$ cat config.mk
export PLATFORM = sky130hd
export DESIGN_NAME = pc_fetch_unit
export DESIGN_NICKNAME = d
export VERILOG_FILES = /design/src/rtl/pc_fetch_unit.sv
export SDC_FILE = /design/constraint.sdc
export NUM_CORES = 1
export LEC_CHECK = 0
export BUFFER_PORTS_ARGS = -buffer_cell sky130_fd_sc_hd__buf_2
export CAP_MARGIN = 0
export CORE_ASPECT_RATIO = 0.5
export CORE_UTILIZATION = 40
export CTS_CLUSTER_SIZE = 40
export DETAILED_ROUTE_END_ITERATION = 8
export PLACE_DENSITY_LB_ADDON = 0.08
export SETUP_SLACK_MARGIN = 0.4
export SLEW_MARGIN = 25
export SYNTH_ARGS = -nofsm -noshare
export SYNTH_HDL_FRONTEND = slang
export SYNTH_SLANG_ARGS = --single-unit
$ cat constraint.sdc
create_clock -name clk -period 4.3 [get_ports clk]
set_clock_uncertainty 0.15 [all_clocks]
set_input_delay 0.645 -clock clk [delete_from_list [all_inputs] [get_ports clk]]
set_output_delay 0.645 -clock clk [all_outputs]
set_load 0.03 [all_outputs]
$ cat src/rtl/pc_fetch_unit.sv
// Instruction fetch stage: owns the fetch PC, issues single-outstanding word reads and
// buffers returned instructions for decode. Define FETCH_BUF2_EN for a two-entry buffer.
`timescale 1ns / 1ps

module pc_fetch_unit #(
    parameter int unsigned       ADDR_W       = 16,
    parameter int unsigned       DATA_W       = 16,
    parameter logic [ADDR_W-1:0] RESET_VECTOR = '0
) (
    input  logic              clk,
    input  logic              rst_n,
    // Instruction memory
    output logic              imem_req,
    output logic [ADDR_W-1:0] imem_addr,
    input  logic              imem_ack,
    input  logic [DATA_W-1:0] imem_rdata,
    // Redirect from execute
    input  logic              br_taken,
    input  logic [ADDR_W-1:0] br_target,
    // Decode handshake
    output logic              ir_valid,
    output logic [DATA_W-1:0] ir_instr,
    output logic [ADDR_W-1:0] ir_pc,
    input  logic              ir_ready
);

`ifdef FETCH_BUF2_EN
    localparam logic [1:0] DEPTH = 2'd2;
`else
    localparam logic [1:0] DEPTH = 2'd1;
`endif

    typedef enum logic [1:0] {
        StIdle,
        StReq,
        StDrop
    } state_e;

    state_e            state_q;
    logic              req_q;
    logic [ADDR_W-1:0] addr_q;
    logic [ADDR_W-1:0] fetch_pc_q;
    logic [1:0]        count_q;

    logic push;
    logic pop;
    logic has_space;

    // A redirect overrides both push and pop in the same cycle.
    assign pop       = (count_q != 2'd0) && ir_ready;
    assign push      = (state_q == StReq) && imem_ack && !br_taken;
    // Space is reserved before issuing, so a returned word always has a slot.
    assign has_space = (count_q - {1'b0, pop}) < DEPTH;

    assign imem_req  = req_q;
    assign imem_addr = addr_q;
    assign ir_valid  = (count_q != 2'd0);

    always_ff @(posedge clk or negedge rst_n) begin
        if (!rst_n) begin
            state_q <= StIdle;
            req_q   <= 1'b0;
            addr_q  <= RESET_VECTOR;
        end else begin
            unique case (state_q)
                StIdle: begin
                    if (!br_taken && has_space) begin
                        state_q <= StReq;
                        req_q   <= 1'b1;
                        addr_q  <= fetch_pc_q;
                    end
                end
                StReq: begin
                    if (imem_ack) begin
                        state_q <= StIdle;
                        req_q   <= 1'b0;
                    end else if (br_taken) begin
                        // Memory still owes a response at the old address; swallow it.
                        state_q <= StDrop;
                    end
                end
                StDrop: begin
                    if (imem_ack) begin
                        state_q <= StIdle;
                        req_q   <= 1'b0;
                    end
                end
                default: begin
                    state_q <= StIdle;
                    req_q   <= 1'b0;
                end
            endcase
        end
    end

    always_ff @(posedge clk or negedge rst_n) begin
        if (!rst_n) begin
            fetch_pc_q <= RESET_VECTOR;
        end else if (br_taken) begin
            fetch_pc_q <= br_target;
        end else if (push) begin
            fetch_pc_q <= fetch_pc_q + ADDR_W'(1);
        end
    end

    always_ff @(posedge clk or negedge rst_n) begin
        if (!rst_n) begin
            count_q <= 2'd0;
        end else if (br_taken) begin
            count_q <= 2'd0;
        end else if (push && !pop) begin
            count_q <= count_q + 2'd1;
        end else if (pop && !push) begin
            count_q <= count_q - 2'd1;
        end
    end

`ifdef FETCH_BUF2_EN
    logic [ADDR_W-1:0] pc_buf_q    [2];
    logic [DATA_W-1:0] instr_buf_q [2];
    logic              rd_ptr_q;
    logic              wr_ptr_q;

    always_ff @(posedge clk or negedge rst_n) begin
        if (!rst_n) begin
            pc_buf_q    <= '{default: '0};
            instr_buf_q <= '{default: '0};
            rd_ptr_q    <= 1'b0;
            wr_ptr_q    <= 1'b0;
        end else if (br_taken) begin
            rd_ptr_q <= 1'b0;
            wr_ptr_q <= 1'b0;
        end else begin
            if (push) begin
                pc_buf_q[wr_ptr_q]    <= addr_q;
                instr_buf_q[wr_ptr_q] <= imem_rdata;
                wr_ptr_q              <= !wr_ptr_q;
            end
            if (pop) begin
                rd_ptr_q <= !rd_ptr_q;
            end
        end
    end

    assign ir_pc    = pc_buf_q[rd_ptr_q];
    assign ir_instr = instr_buf_q[rd_ptr_q];
`else
    logic [ADDR_W-1:0] pc_buf_q;
    logic [DATA_W-1:0] instr_buf_q;

    always_ff @(posedge clk or negedge rst_n) begin
        if (!rst_n) begin
            pc_buf_q    <= '0;
            instr_buf_q <= '0;
        end else if (push) begin
            pc_buf_q    <= addr_q;
            instr_buf_q <= imem_rdata;
        end
    end

    assign ir_pc    = pc_buf_q;
    assign ir_instr = instr_buf_q;
`endif

endmodule

==> results.yml, run 1 <==
status:
  status: "complete, but fails checks"
  violations: "design-rule violations"
die:
  die_w_um: 125.5
  io-pin-count: 87
  rows: 22
  start_util: 0.4150
  dieArea_um2: 8001
  core_um2: 7350
  die_h_um: 63.75
placed_design:
  port_buffers: 86
  dp_hpwl_um: 4131
  routabilityCongestion: 0.7537
sta:
  max_freq_ghz: 0.3743
  period_share: 0.6213
  min_period_ns: 2.672
  hold_viol: 0
  slew_viol_final: 0
  slew_headroom: 0.4124
  setup_tns_ns: 0
  tightest_slew_ns: 0.8813
  setup_viol: 0
  hold_slack_ns: 0.2919
  rsz0062_at_grt: "no"
clocking:
  htreeDepth: 3
  clk_latency_ns: 0.32
  cts_buffer_depth: 2
  cts_tree: "built"
  hold_buffers: 0
  numCtsBuffers: 9
  path_clk_slew_ns: 0.05
  postCtsSetupBuffers: 0
  post_cts_resized: 0
  cts_root_buffer: "clkbuf_16"
  clkSinkCount: 69
synth:
  netlist_area_um2: 3050
  synth_compound_area_frac: 0.05127
  post_synth_inst_count: 239
  synth.avg_cell_area_um2: 12.76
  synth_top_area_share: 0.5660
  synth-simple-area-share: 0.09762
  synth_top_family_by_area: "multiplexers"
  yosysWarnings: 0
  synthesis.nets: 281
  synth_area_leaders: "dfrtp_1 (57%), mux2_2 (17%), xnor2_1 (3.2%)"
  synth_mux_area_frac: 0.1899
  ys_ff_latch: 69
  yosys.area_share.adder: 0.02051
  yosys.area.top_type: "dfrtp_1"
  synth-seq-area-share: 0.5660
  synthXorXnorAreaFrac: 0.04307
  ys_types: 39
cells_and_area:
  final_core_util: 0.5192
  drive_gt1_frac: 0.4636
  fill_cells: 684
  final_cell_mix: "buf_2 (85), dfrtp_1 (69), mux2_2 (47), nand2_1 (17)"
  seq_area_um2: 1727
  multi_input_area_um2: 1227
  antennaDiodeCount: 0
  area_growth_pct: 25.10
  layout_commonest_cell: "buf_2"
  layout.nets: 368
power:
  ir_drop_mv: 0.3059
  p_per_area_nw_per_um2: 787.8
  p_leak_nw: 1.817
route:
  firstDrtPassIters: 6
  via_per_inst: 4.857
  via_count: 2069
  wl_per_cell_um: 13.97
  drt-initial-drc-count: 66
  drt_drc_violations_left: 8
  drtAntennaViolNets: 0
  wl_um: 5953
worst_setup_path:
  critPathRequiredTime_ns: 4.35
  crit_path_end_kind: "flop"
  critPathMaxFanout: 16
  crit_arrival_ns: 2.72
  startpoint_type: "flop"
  worst-setup-path-type: "reg -> reg"
global_routing:
  grt_overflow: 0
  grt_pass1_vias: 2070
  grt_pass1_wl_um: 9901
  track_usage: 0.1637
  antenna_found_initial: 0
  grt_max_degree: 70
job:
  maxCapViolations: 0
hold_path:
  hp-class: "in -> async"
## kinds of logic after synthesis
kind of cell	Yosys count
AOI/OAI and AO/OA	25
DFF	69
and+or+nand+nor	56
adders and majority gates	5
buffers and inverters	18
xor gates and xnor gates	15
muxes	51
## power by group
part | internal [W] | switching (W)
Clock | 0.000433 | 0.000244
Combinational | 0.000482 | 0.000780
Sequential | 0.000911 | 0.000156
## layer usage
layer | routed length [um] | track usage | part of all wire | vias up
li1 | - | - | - | 1017
met1 | 3016 | 0.2170 | 0.51 | 997
met2 | 2581 | 0.2535 | 0.43 | 50
met3 | 320 | 0.05946 | 0.054 | 5
met4 | 34 | 0.04573 | 0.0057 | 0
met5 | 0 | 0 | 0 | -
## sequential cells by signal, indices dropped and copies added, names as in the netlist
register,cells
count_q,2
fetch_pc_q,16
imem_addr,16
imem_req,1
ir_instr,16
ir_pc,16
state_q,2
## area by class of cell
type / count / area share
tap: 96 / 0.03148
clock inverter: 1 / 0.001311
inverter: 8 / 0.007869
timing repair buffer: 86 / 0.1134
multi-input combinational: 152 / 0.3216
clock buffer: 14 / 0.07180
sequential: 69 / 0.4525
## critical path, stage by stage (launching register included)
cell,delay (ns)
dfrtp_1,0.42
or2_2,0.32
and2_1,0.18
ha_1,0.19
xnor2_1,0.13
and3b_1,0.18
nand2_1,0.57
mux2_2,0.42
## synth_stat cells
cell      number
a21boi_0       1
a21oi_1        4
a221o_1        1
a31oi_1        2
and2_1         1
and3_1         2
and3b_1        1
and4_1         1
buf_2          2
buf_4          1
buf_6          3
clkbuf_1       4
dfrtp_1       69
ha_1           5
inv_1          8
mux2_2        47
mux2_4         2
mux2i_1        2
nand2_1       17
nand2_2        1
nand2b_1       5
nand3_1        3
nand3_2        1
nand3b_1       1
nand4_1        4
nor2_1         4
nor2b_1        1
nor3_1         6
nor4_1         4
o21ai_0       11
o21ai_1        1
o221a_2        1
o22a_1         1
o31a_1         3
or2_2          2
or3_1          1
or4_1          1
xnor2_1       11
xor2_1         4
## per-stage QoR
step                power, W  instances  setup WS (ns)  area [um2]
floorplan           0.001999        239          1.828        3050
global placement    0.002317        411          1.642        3537
detailed placement  0.002361        411          1.564        3537
CTS                 0.003047        426          1.581        3816
global route        0.003190        426          1.489        3816
finish              0.003006        426          1.628        3816
## final timing paths
kind	start	slack, ns	endpoint	depth (start not counted)
max	count_q[0]	1.63	imem_addr[3]	7
min	rst_n	0.29	ir_pc[12]	1
max reg2reg	count_q[0]	1.63	imem_addr[3]	7
min reg2reg	ir_pc[5]	0.35	ir_pc[5]	1
max in group asynchronous	rst_n	3.13	fetch_pc_q[8]	1
min in group clk	ir_pc[5]	0.35	ir_pc[5]	1
Power figures use the tool's default switching activity.
==> run 2: changes to the inputs <==
--- a/config.mk
+++ b/config.mk
@@ -5,6 +5,7 @@
 export SDC_FILE = /design/constraint.sdc
 export NUM_CORES = 1
 export LEC_CHECK = 0
+export ABC_AREA = 1
 export BUFFER_PORTS_ARGS = -buffer_cell sky130_fd_sc_hd__buf_2
 export CAP_MARGIN = 0
 export CORE_ASPECT_RATIO = 0.5
==> constraint.sdc (replaced) <==
create_clock -name clk -period 2.5 [get_ports clk]
set_clock_uncertainty 0.15 [all_clocks]
set_input_delay 0.375 -clock clk [delete_from_list [all_inputs] [get_ports clk]]
set_output_delay 0.375 -clock clk [all_outputs]
set_load 0.03 [all_outputs]
==> results.yml, run 2 <==
status:
  status: "finished clean"
synth:
  netlist_area_um2: 3301
  ys.flop_type: "dfrtp_1"
  ys_types: 32
  synth-seq-area-share: 0.5231
  yosysMostFrequentCell: "nand2_1"
  synth_top_area_share: 0.5231
  yosysWarnings: 0
  synth_area_leaders: "dfrtp_1 (52%), nand2_1 (21%), o21ai_2 (4.0%)"
  yosys.area.top_type: "dfrtp_1"
  async_flop_share: 1.000
  synth_edf_count: 0
  ys_ff_latch: 69
  synthesis.nets: 440
  post_synth_inst_count: 398
  synth.avg_cell_area_um2: 8.293
  synth_commonest_cells: "nand2_1 (183), dfrtp_1 (69), inv_1 (29)"
placed_design:
  dp_hpwl_um: 5423
  place_ws_ns: 0.3283
  dp.cells: 583
  port_buffers: 86
  routabilityCongestion: 0.7884
cells_and_area:
  finalNonFillerCells: 607
  final_core_util: 0.5584
  multi_input_area_um2: 1389
  layout.nets: 537
  seq_area_um2: 1727
  area_growth_pct: 29.45
  fill_cells: 754
  final_cell_mix: "nand2_1 (181), buf_2 (86), dfrtp_1 (69), inv_1 (29), nand3_1 (16)"
  layout_commonest_cell: "nand2_1"
  drive_gt1_frac: 0.2926
  antennaDiodeCount: 0
sta:
  rsz0062_at_grt: "no"
  slew_viol_final: 0
  max_freq_ghz: 0.4933
  hold_slack_ns: 0.09050
  worst_slack_ns: 0.4727
  tightest_slew_ns: 0.4463
  slew_headroom: 0.7025
  setup_tns_ns: 0
  hold_viol: 0
  setup_viol: 0
  min_period_ns: 2.027
  period_share: 0.8109
worst_setup_path:
  critPathRequiredTime_ns: 2.61
  crit_top_cell: "nand2_2"
  crit_path_end_kind: "flop"
  critPathMaxStageDelay_ns: 0.40
  critPathMaxFanout: 8
  cp_top_family: "buffers and inverters"
  slowest_stage: "dfrtp_1"
  worst-setup-path-type: "reg -> reg"
  crit_arrival_ns: 2.14
  worst-path-buf-inv: 4
  worstPathCellList: "inv_2 -> nand2_2 -> nand2_2 -> inv_1 -> ha_4 -> nand2_4 -> a21oi_4 -> buf_12 -> nand3_4 -> clkbuf_16 -> o21ai_2"
  startpoint_type: "flop"
route:
  wl_per_cell_um: 13.33
  drt_drc_violations_left: 0
  via_count: 2842
  drt-initial-drc-count: 140
  firstDrtPassIters: 5
  wl_um: 8094
  drtAntennaViolNets: 0
  via_per_inst: 4.682
job:
  maxCapViolations: 0
clocking:
  cts_tree: "built"
  htreeDepth: 3
  clk_latency_ns: 0.33
  cts_root_buffer: "clkbuf_16"
  clkSinkCount: 69
  numCtsBuffers: 9
  cts_buffer_depth: 2
  path_clk_slew_ns: 0.05
die:
  io-pin-count: 87
  rows: 22
  start_util: 0.4313
  dieArea_um2: 8641
  core_um2: 7652
  die_w_um: 130.5
  die_h_um: 66.24
global_routing:
  grt_pass1_wl_um: 12760
  grt_pass1_vias: 2609
  antenna_found_initial: 0
  grt_max_degree: 42
  grt_overflow: 0
  track_usage: 0.2001
power:
  p_leak_nw: 2.287
  ir_drop_mv: 0.4556
  p_per_area_nw_per_um2: 1283
hold_path:
  hp-class: "in -> reg"
-- run 2: cells by family (layout without fill, tap and decap cells) --
group,Yosys count,in the layout,synth area share
flip-flops,69,69,0.5231
AND/OR/NAND/NOR,226,227,0.2798
adder cells (fa/ha/maj),5,5,0.01895
XOR/XNOR,6,6,0.01592
AO/OA/AOI/OAI,44,44,0.09325
buffers and inverters,48,148,0.06899
-- run 2: power breakdown --
part	switching [W]	internal (W)
clock network	0.000459	0.000791
registers	0.000291	0.00156
logic	0.00163	0.000744
total	0.00238	0.00310
-- run 2: layer usage --
| metal | part of all wire | track usage | up-vias |
|---|---|---|---|
| met5 | 0 | 0 | - |
| met4 | 0.0078 | 0.04885 | 0 |
| met1 | 0.52 | 0.2764 | 1307 |
| met2 | 0.41 | 0.2945 | 80 |
| li1 | - | - | 1447 |
| met3 | 0.063 | 0.07443 | 8 |
-- run 2: path summary, 6_finish.rpt --
kind	slack (ns)	startpoint	endpoint	cells past startpoint
setup / recovery	0.47	count_q[0]	imem_addr[10]	11
hold / removal	0.09	imem_rdata[5]	ir_instr[5]	3
setup reg to reg	0.47	count_q[0]	imem_addr[10]	11
hold reg to reg	0.31	ir_instr[1]	ir_instr[1]	2
max in group asynchronous	1.33	rst_n	ir_pc[15]	3
min in group asynchronous	0.34	rst_n	ir_pc[9]	2
-- run 2: layout make-up --
class                           count  area share
Tap cell                          108     0.03163
Sequential cell                    69      0.4041
Multi-Input combinational cell    282      0.3250
Clock buffer                       11     0.05681
Inverter                           34     0.03104
Timing Repair Buffer               99      0.1400
Clock inverter                      4     0.01142
-- run 2: what timing repair did --
item,in CTS,in global routing
hold buffers,1,0
gates cloned,1,1
hold endpoints to repair,10,0
pin swaps,1,1
endpoints found under the setup margin,16,19
setup buffers,0,6
resized for setup,1,4
-- run 2: stage by stage --
stage	area, um2	total power, W
3_5_place_dp	3839	0.004123
4_1_cts	4158	0.005427
3_3_place_gp	3839	0.004087
6_report	4273	0.005483
2_1_floorplan	3301	0.003471
5_1_grt	4273	0.005854
-- run 2: worst reg2reg max path, stage by stage (launching register included) --
cell,delay (ns)
dfrtp_1,0.40
inv_2,0.09
nand2_2,0.06
nand2_2,0.10
inv_1,0.09
ha_4,0.28
nand2_4,0.05
a21oi_4,0.21
buf_12,0.14
nand3_4,0.09
clkbuf_16,0.19
o21ai_2,0.11
